### src/rtl/sdspi_init_seq_pkg.sv
// sdspi_init_seq_pkg: state encoding and SD command constants for the SPI-mode init sequencer
package sdspi_init_seq_pkg;
  typedef enum logic [3:0] {
    S_IDLE, S_WAKE, S_CMD0, S_CMD8, S_CMD55, S_ACMD41, S_CMD58, S_CMD16, S_READY, S_ERROR
  } state_t;
  localparam logic [5:0] CMD_GO_IDLE      = 6'd0;
  localparam logic [5:0] CMD_SEND_IF_COND = 6'd8;
  localparam logic [5:0] CMD_APP          = 6'd55;
  localparam logic [5:0] ACMD_SD_OP_COND  = 6'd41;
  localparam logic [5:0] CMD_READ_OCR     = 6'd58;
  localparam logic [5:0] CMD_SET_BLOCKLEN = 6'd16;
  localparam logic [11:0] CMD8_PATTERN    = 12'h1AA;
  localparam logic [7:0] R1_IDLE          = 8'h01;
  localparam int R1_ILLEGAL_BIT           = 2;
  function automatic logic [5:0] cmd_index(state_t s);
    return s == S_CMD8   ? CMD_SEND_IF_COND :
           s == S_CMD55  ? CMD_APP :
           s == S_ACMD41 ? ACMD_SD_OP_COND :
           s == S_CMD58  ? CMD_READ_OCR :
           s == S_CMD16  ? CMD_SET_BLOCKLEN : CMD_GO_IDLE;
  endfunction
endpackage

### src/rtl/sdspi_init_seq.sv
// sdspi_init_seq: SD SPI-mode power-up sequencer; owns the spicmd command port until init completes
module sdspi_init_seq
  import sdspi_init_seq_pkg::*;
#(
  parameter int WAKE_BYTES = 10,
  parameter int ACMD41_MAX = 1000,
  parameter int TMO_W      = 24
) (
  input  logic        i_clk,
  input  logic        i_reset,
  input  logic        i_start,
  input  logic        i_host_stb,
  input  logic [1:0]  i_host_type,
  input  logic [5:0]  i_host_cmd,
  input  logic [31:0] i_host_arg,
  output logic        o_host_busy,
  output logic        o_ready,
  output logic        o_err,
  output logic        o_sdhc,
  output logic        o_cmd_stb,
  output logic [1:0]  o_cmd_type,
  output logic [5:0]  o_cmd,
  output logic [31:0] o_cmd_arg,
  output logic        o_cmd_reset,
  input  logic        i_cmd_busy,
  input  logic        i_cmd_rxvalid,
  input  logic [39:0] i_cmd_response,
  input  logic        i_cmd_ll_stb,
  input  logic [7:0]  i_cmd_ll_byte,
  output logic        o_ll_stb,
  output logic [7:0]  o_ll_byte,
  input  logic        i_ll_busy,
  output logic        o_cs_n
);
  localparam int WW = $clog2(WAKE_BYTES + 1);
  localparam int RW = $clog2(ACMD41_MAX + 1);
  state_t r_state, w_next;
  logic r_sent, r_hcs, r_sdhc, r_cmd_reset;
  logic [TMO_W-1:0] r_tmo;
  logic [RW-1:0] r_retry;
  logic [WW-1:0] r_wake;
  logic w_in_cmd, w_ready, w_start, w_issue, w_rx, w_tmo, w_v2, w_unused;
  logic [7:0] w_r1;
  assign w_in_cmd = r_state inside {S_CMD0, S_CMD8, S_CMD55, S_ACMD41, S_CMD58, S_CMD16};
  assign w_ready  = r_state == S_READY;
  assign w_start  = i_start && (r_state inside {S_IDLE, S_READY, S_ERROR});
  assign w_issue  = w_in_cmd && !r_sent && !i_cmd_busy;
  assign w_rx     = w_in_cmd && r_sent && i_cmd_rxvalid;
  assign w_tmo    = w_in_cmd && r_sent && !i_cmd_rxvalid && &r_tmo;
  assign w_r1     = i_cmd_response[39:32];
  assign w_v2     = w_r1 == R1_IDLE && i_cmd_response[11:0] == CMD8_PATTERN;
  assign w_unused = ^{i_cmd_response[31], i_cmd_response[29:12]};
  always_comb begin
    w_next = r_state;
    if (w_start) w_next = S_WAKE;
    else if (w_tmo) w_next = S_ERROR;
    else if (r_state == S_WAKE) w_next = (!i_ll_busy && r_wake == WW'(WAKE_BYTES - 1)) ? S_CMD0 : S_WAKE;
    else if (w_rx)
      case (r_state)
        S_CMD0:   w_next = w_r1 == R1_IDLE ? S_CMD8 : S_ERROR;
        S_CMD8:   w_next = (w_v2 || w_r1[R1_ILLEGAL_BIT]) ? S_CMD55 : S_ERROR;
        S_CMD55:  w_next = w_r1[7:1] == 7'd0 ? S_ACMD41 : S_ERROR;
        S_ACMD41: w_next = w_r1 == 8'h00 ? S_CMD58 :
                           (w_r1 == R1_IDLE && r_retry != RW'(ACMD41_MAX - 1)) ? S_CMD55 : S_ERROR;
        S_CMD58:  w_next = w_r1 != 8'h00 ? S_ERROR : (i_cmd_response[30] && r_hcs) ? S_READY : S_CMD16;
        S_CMD16:  w_next = w_r1 == 8'h00 ? S_READY : S_ERROR;
        default:  w_next = r_state;
      endcase
  end
  always_ff @(posedge i_clk) begin
    if (i_reset) begin
      r_state     <= S_IDLE;
      r_sent      <= 1'b0;
      r_tmo       <= '0;
      r_retry     <= '0;
      r_wake      <= '0;
      r_hcs       <= 1'b0;
      r_sdhc      <= 1'b0;
      r_cmd_reset <= 1'b0;
    end else begin
      r_state     <= w_next;
      r_cmd_reset <= w_start || w_tmo;
      r_sent      <= (w_next != r_state) ? 1'b0 : (r_sent || w_issue);
      r_tmo       <= w_issue ? '0 : r_sent ? r_tmo + 1'b1 : r_tmo;
      r_wake      <= w_start ? '0 : (r_state == S_WAKE && !i_ll_busy) ? r_wake + 1'b1 : r_wake;
      r_retry     <= w_start ? '0 : (w_rx && r_state == S_ACMD41) ? r_retry + 1'b1 : r_retry;
      r_hcs       <= w_start ? 1'b0 : (w_rx && r_state == S_CMD8) ? w_v2 : r_hcs;
      r_sdhc      <= w_start ? 1'b0 : (w_rx && r_state == S_CMD58 && w_r1 == 8'h00) ? i_cmd_response[30] && r_hcs : r_sdhc;
    end
  end
  // the host gets the port only once init is done; a restart request wins over a same-cycle host strobe
  assign o_cmd_stb   = w_issue || (w_ready && i_host_stb && !i_cmd_busy && !i_start);
  assign o_cmd       = w_ready ? i_host_cmd : cmd_index(r_state);
  assign o_cmd_type  = w_ready ? i_host_type : (r_state inside {S_CMD8, S_CMD58}) ? 2'b10 : 2'b00;
  assign o_cmd_arg   = w_ready ? i_host_arg :
                       r_state == S_CMD8   ? {20'h0, CMD8_PATTERN} :
                       r_state == S_ACMD41 ? {1'b0, r_hcs, 30'h0} :
                       r_state == S_CMD16  ? 32'd512 : 32'h0;
  assign o_host_busy = w_ready && i_cmd_busy;
  assign o_ready     = w_ready;
  assign o_err       = r_state == S_ERROR;
  assign o_sdhc      = r_sdhc;
  assign o_cmd_reset = r_cmd_reset;
  assign o_ll_stb    = r_state == S_WAKE ? 1'b1 : i_cmd_ll_stb;
  assign o_ll_byte   = r_state == S_WAKE ? 8'hff : i_cmd_ll_byte;
  assign o_cs_n      = r_state inside {S_IDLE, S_WAKE, S_ERROR};
endmodule

### config.mk
export PLATFORM = sky130hd
export DESIGN_NAME = sdspi_init_seq
export DESIGN_NICKNAME = d
export VERILOG_FILES = /design/src/rtl/sdspi_init_seq_pkg.sv /design/src/rtl/sdspi_init_seq.sv
export SDC_FILE = /design/constraint.sdc
export NUM_CORES = 1
export LEC_CHECK = 0
export CORE_MARGIN = 3
export CORE_UTILIZATION = 40
export DETAILED_ROUTE_END_ITERATION = 16
export PLACE_DENSITY = 0.85
export SLEW_MARGIN = 10
export SYNTH_ARGS = -nofsm -noshare
export SYNTH_HDL_FRONTEND = slang
export SYNTH_SLANG_ARGS = --single-unit
### constraint.sdc
create_clock -name i_clk -period 2.75 [get_ports i_clk]
set_input_delay 0.55 -clock i_clk [delete_from_list [all_inputs] [get_ports i_clk]]
set_output_delay 0.55 -clock i_clk [all_outputs]
set_load 0.02 [all_outputs]
After elaboration in Yosys (flattened, before gate mapping)
Index checks and enable logic that the tools add are counted.

operators by class
  reduce and logical (&&, ||, !) cells = 41
  equal/unequal tests = 14
  $add $sub $neg = 3
  muxes and demuxes = 28

operators by type and width
  cell                                                              count
  31-bit 2-to-1 mux                                                 2
  4-bit 2-to-1 mux                                                  11
  32-bit 2-to-1 mux                                                 1
  6-bit 2-to-1 mux                                                  5
  24-bit by 1-bit adder with 24-bit output, second input constant   1
  4-bit one-hot mux with 6 select lines                             1
  24-bit AND reduction                                              1
  1-bit logical AND                                                 20
  4-bit by 3-bit == test with 1-bit output, second input constant   4
  12-bit by 9-bit == test with 1-bit output, second input constant  1
  4-bit == test, second input constant                              3
  10-bit by 1-bit adder with 10-bit output, second input constant   1
  10-bit 2-to-1 mux                                                 1
  10-bit inequality test, second input constant                     1
  4-bit by 2-bit == test with 1-bit output, second input constant   2
  8-bit by 1-bit == test with 1-bit output, second input constant   1
  8-bit zero test                                                   1
  8-bit 2-to-1 mux                                                  1
  8-bit nonzero test                                                1
  7-bit zero test                                                   1
  2-bit 2-to-1 mux                                                  3
  3-bit nonzero test                                                2
  6-bit nonzero test                                                1
  2-bit OR reduction                                                3
  other kinds (9)                                                   17

word-level totals
  input port bits = 96
  register bits after elaboration = 46

Depth between registers and ports, before layout
  depth in word-level cells = 11
  mapped depth = 8

Least setup slack after synthesis
No wires, ideal clock.

  path kind = reg-to-output
  start point = register r_state[2]
  end point = output o_cmd[3]
  path slack = 0.278 ns
  cell stages (with the launch flop) = 8
  arrival = 1.922 ns
  data required time = 2.200 ns
  path through = dfxtp_1 -> clkbuf_1 -> inv_1 -> nand2_1 -> nor3_1 -> clkbuf_1 -> nand2_1 -> o21ai_0

on the way
  elaborated cells on any way between the ends = 10
  classes of those cells = 5 x eq/ne; 5 x mux

RTL lines
  what                    line                  source
  start, declared         sdspi_init_seq.sv:37  state_t r_state, w_next;
  start signal, assigned  sdspi_init_seq.sv:81  r_state <= w_next;
  4-bit == test           sdspi_init_seq.sv:45  assign w_ready = r_state == S_READY;
  net o_ready             sdspi_init_seq.sv:17  output logic o_ready,
  6-bit 2-to-1 mux        sdspi_init_seq.sv:93  assign o_cmd = w_ready ? i_host_cmd : cmd_index(r_state);
  end, declared           sdspi_init_seq.sv:22  output logic [5:0] o_cmd,

The timed path passes the listed nets, and every way through them passes these cells.

Worst setup path after layout
  start point = register r_state[1]
  end point = output o_cmd_type[1]

on the way
  word-level cells in the longest chain between the ends = 4
  elaborated cells on any way between the ends = 6
  classes of those cells = 3 x eq/ne; 2 x mux; 1 x reduce/logical

RTL lines
  what                                                                                                         line                  source
  4-bit by 2-bit == test with 1-bit output / 4-bit by 3-bit == test with 1-bit output (equally long branches)  sdspi_init_seq.sv:94  assign o_cmd_type = w_ready ? i_host_type : (r_state inside {S_CMD8, S_CMD58}) ? 2'b10 : 2'b00;
  2-bit nonzero test                                                                                           sdspi_init_seq.sv:94
  2-bit 2-to-1 mux                                                                                             sdspi_init_seq.sv:94
  2-bit 2-to-1 mux (*)                                                                                         sdspi_init_seq.sv:94
  end, declared                                                                                                sdspi_init_seq.sv:21  output logic [1:0] o_cmd_type,

Mark *: on every way between the ends. The rest lies on a longest branch, timed or not.

==> out/metrics.yaml <==
outcome:
  status: "complete, no violations"
synth:
  synth_area_um2: 2840
  synth_area_per_cell_um2: 7.71
  yosysTopAreaCell: "dfxtp_1"
  synth_nets: 469
  yosys_warnings: 0
  ys_ff_latch: 46
  ys_async_sr_fraction: 0
  synth_edf_count: 0
  netlist_instances: 369
  netlist.area_leader.share: 0.324
  ys_top_cells_by_area: "dfxtp_1 32%, and2_1 7.0%, nor2_1 6.9%"
  ys_seq_area_frac: 0.324
  ys_types: 56
  synth_ff_type: "dfxtp_1"
timing:
  clock.fmax_ghz: 0.381
  tightest_slew_ps: 640
  finalCritPeriodShare: 0.954
  setup_viol: 0
  hold_viol: 0
  finalClockSkew_ps: 5.14
  rsz0062_at_grt: "false"
  timing.slew.headroom: 0.573
  hold_ws_ps: 502
  min_period_ps: 2620
  tns_ps: 0
  drv_slew: 0
setup_path:
  crit_type: "reg2out"
  crit_path_max_fanout: 10
  r2r_cells: 7
  timing.rr.end: "r_sent"
  slowest_stage: "clkdlybuf4s50_1"
  arrival_ps: 2070
  max_stage_delay_ps: 620
  start_kind: "register"
  r2r_slack_ps: 310
  path_cells: "nand2_1 > or3_1 > o21ai_0 > clkdlybuf4s50_1"
  worstReg2RegStart: "r_tmo[0]"
  crit_required_ps: 2200
  end_kind: "primary output"
placed_design:
  place_congestion: 0.850
  dp_hpwl_um: 6490
  port_buffers: 132
  placedCellCount: 597
finish:
  area_delta_synth_final_pct: 56.5
  layout_commonest_cell: "clkdlybuf4s50_1"
  instances_no_fill: 605
  post-route-util: 0.652
  antennaDiodeCount: 0
  finalNetCount: 608
  drive_above_1_share: 0.0884
  mostFrequentLayoutCells: "131 x clkdlybuf4s50_1, 52 x nor2_1, 44 x dfxtp_1"
power:
  p_leak_nw: 1.62
  p_per_area_nw_per_um2: 317
  finalPower_mw: 1.41
  ir_drop_v: 0.000235
drt:
  drc: 0
  antenna_left: 0
  drt_iter0_drc: 172
  vias: 3083
  wl_per_cell_um: 13.6
  vias_per_cell: 5.10
  first_pass_iters: 4
  finalWirelength_um: 8210
grt:
  first_global_vias: 2891
  grt.met1_usage: 0.231
  top_usage_layer: "met2"
  grt-ovfl-total: 0
  use_met3: 0.0425
  antenna_found_initial: 0
  grtUsageTotal: 0.195
  grt_pass1_wl_um: 13400
  grt_util_met2: 0.355
  grt_max_degree: 37
floorplan:
  die_height_um: 90.3
  core_um2: 6830
  fp.dieArea_um2: 8160
  ios: 152
  rows: 30
  die_w_um: 90.3
  initial_core_util: 0.416
cts:
  cts_made_buffers: 5
  clkSinkCount: 46
  ctsHtreeMaxLevel: 2
  clk_pin_slew_ps: 80
  cts_max_path_buffers: 2
  root_buffer: "clkbuf_8"
  clk_latency_ps: 300
  tritoncts: "yes"
hold_path:
  holdCritStartpoint: "o_sdhc"
  hp-class: "reg2reg"
  hold_path_depth: 2
  whs_endpoint: "o_sdhc"
flow_run:
  maxCapViolCount: 0
==> layer usage <==
layer / wire (um) / up-vias
met2: 4160 / 109
met1: 3460 / 1409
met4: 112 / 0
li1: - / 1556
met3: 473 / 9
met5: 0 / -
==> Yosys cell counts (2+ instances only) <==
cell       n
nor2_1    52
dfxtp_1   46
nand2_1   34
and2_1    32
xor2_1    21
clkbuf_1  16
a21oi_1   15
nand4_1   12
o21ai_0   12
xnor2_1   12
nor3_1    10
nand2b_1   9
nand3_1    9
or2_2      9
or3_1      8
and4_1     6
inv_1      5
nor4_1     5
ha_1       4
mux2i_1    4
and3_1     3
nor2b_1    3
a211oi_1   2
a41oi_1    2
buf_2      2
nand3b_1   2
nor4b_1    2
o21bai_1   2
o22ai_1    2
or4_1      2
==> power breakdown <==
group / switching, mW / leakage (nW) / total (mW) / internal [mW]
Combinational: 0.129 / 1.20 / 0.314 / 0.185
Clock: 0.232 / 0.0452 / 0.412 / 0.180
Sequential: 0.0126 / 0.372 / 0.686 / 0.674
Total: 0.374 / 1.62 / 1.41 / 1.04
==> metrics by stage <==
| stage | setup slack (ps) | instance area (um^2) |
|---|---|---|
| after floorplan | 278 | 2840 |
| after CTS | 122 | 4450 |
| after global placement | -101 | 4360 |
| after detailed placement | -106 | 4360 |
| after global routing | 24.8 | 4450 |
| final | 126 | 4450 |
==> worst max-delay path: cells and delay by family (launching register included) <==
kind                   cells  cell delay (ps)
buffers and inverters      1              620
AND/OR/NAND/NOR            2              580
flip-flops                 1              450
AO/OA/AOI/OAI              1              120
==> kinds of logic (layout without fill, tap and decap cells) <==
group / after synthesis / count (layout) / synth area share
DFF: 46 / 46 / 0.324
muxes: 5 / 5 / 0.0180
buffers and inverters: 24 / 164 / 0.0352
and+or+nand+nor: 210 / 210 / 0.399
adders and majority gates: 4 / 4 / 0.0176
xor gates and xnor gates: 33 / 33 / 0.102
AOI/OAI and AO/OA: 47 / 47 / 0.104
==> registers in the layout, indices dropped and copies added (netlist names) <==
name         count
r_sent           1
o_sdhc           1
o_cmd_reset      1
r_retry         10
r_tmo           24
r_wake           4
r_hcs            1
r_state          4
==> timing repair <==
action | CTS | global route
buffers inserted | 0 | 0
hold buffers | 0 | 0
resized for setup | 3 | 0
endpoints found under the setup margin | 2 | 0
==> area by class of cell <==
class / count / area, um^2
sequential: 46 / 923
timing repair buffer: 151 / 1480
tap: 96 / 120
multi-input combinational: 299 / 1830
clock buffer: 6 / 72.6
inverter: 5 / 18.8
clock inverter: 2 / 13.8
fill: 580 / 2380
==> worst max-delay path by stage <==
stage | startpoint | end | slack [ps]
final | r_state[1] | o_cmd_type[1] | 130
after global routing | r_state[1] | o_cmd_arg[9] | 20
after CTS | r_state[1] | o_cmd_arg[9] | 120
after detailed placement | i_cmd_response[37] | r_sent | -110
after global placement | i_cmd_response[37] | r_sent | -100
after floorplan | r_state[2] | o_cmd[3] | 280
Note: power is estimated with default switching activity, not from simulation.
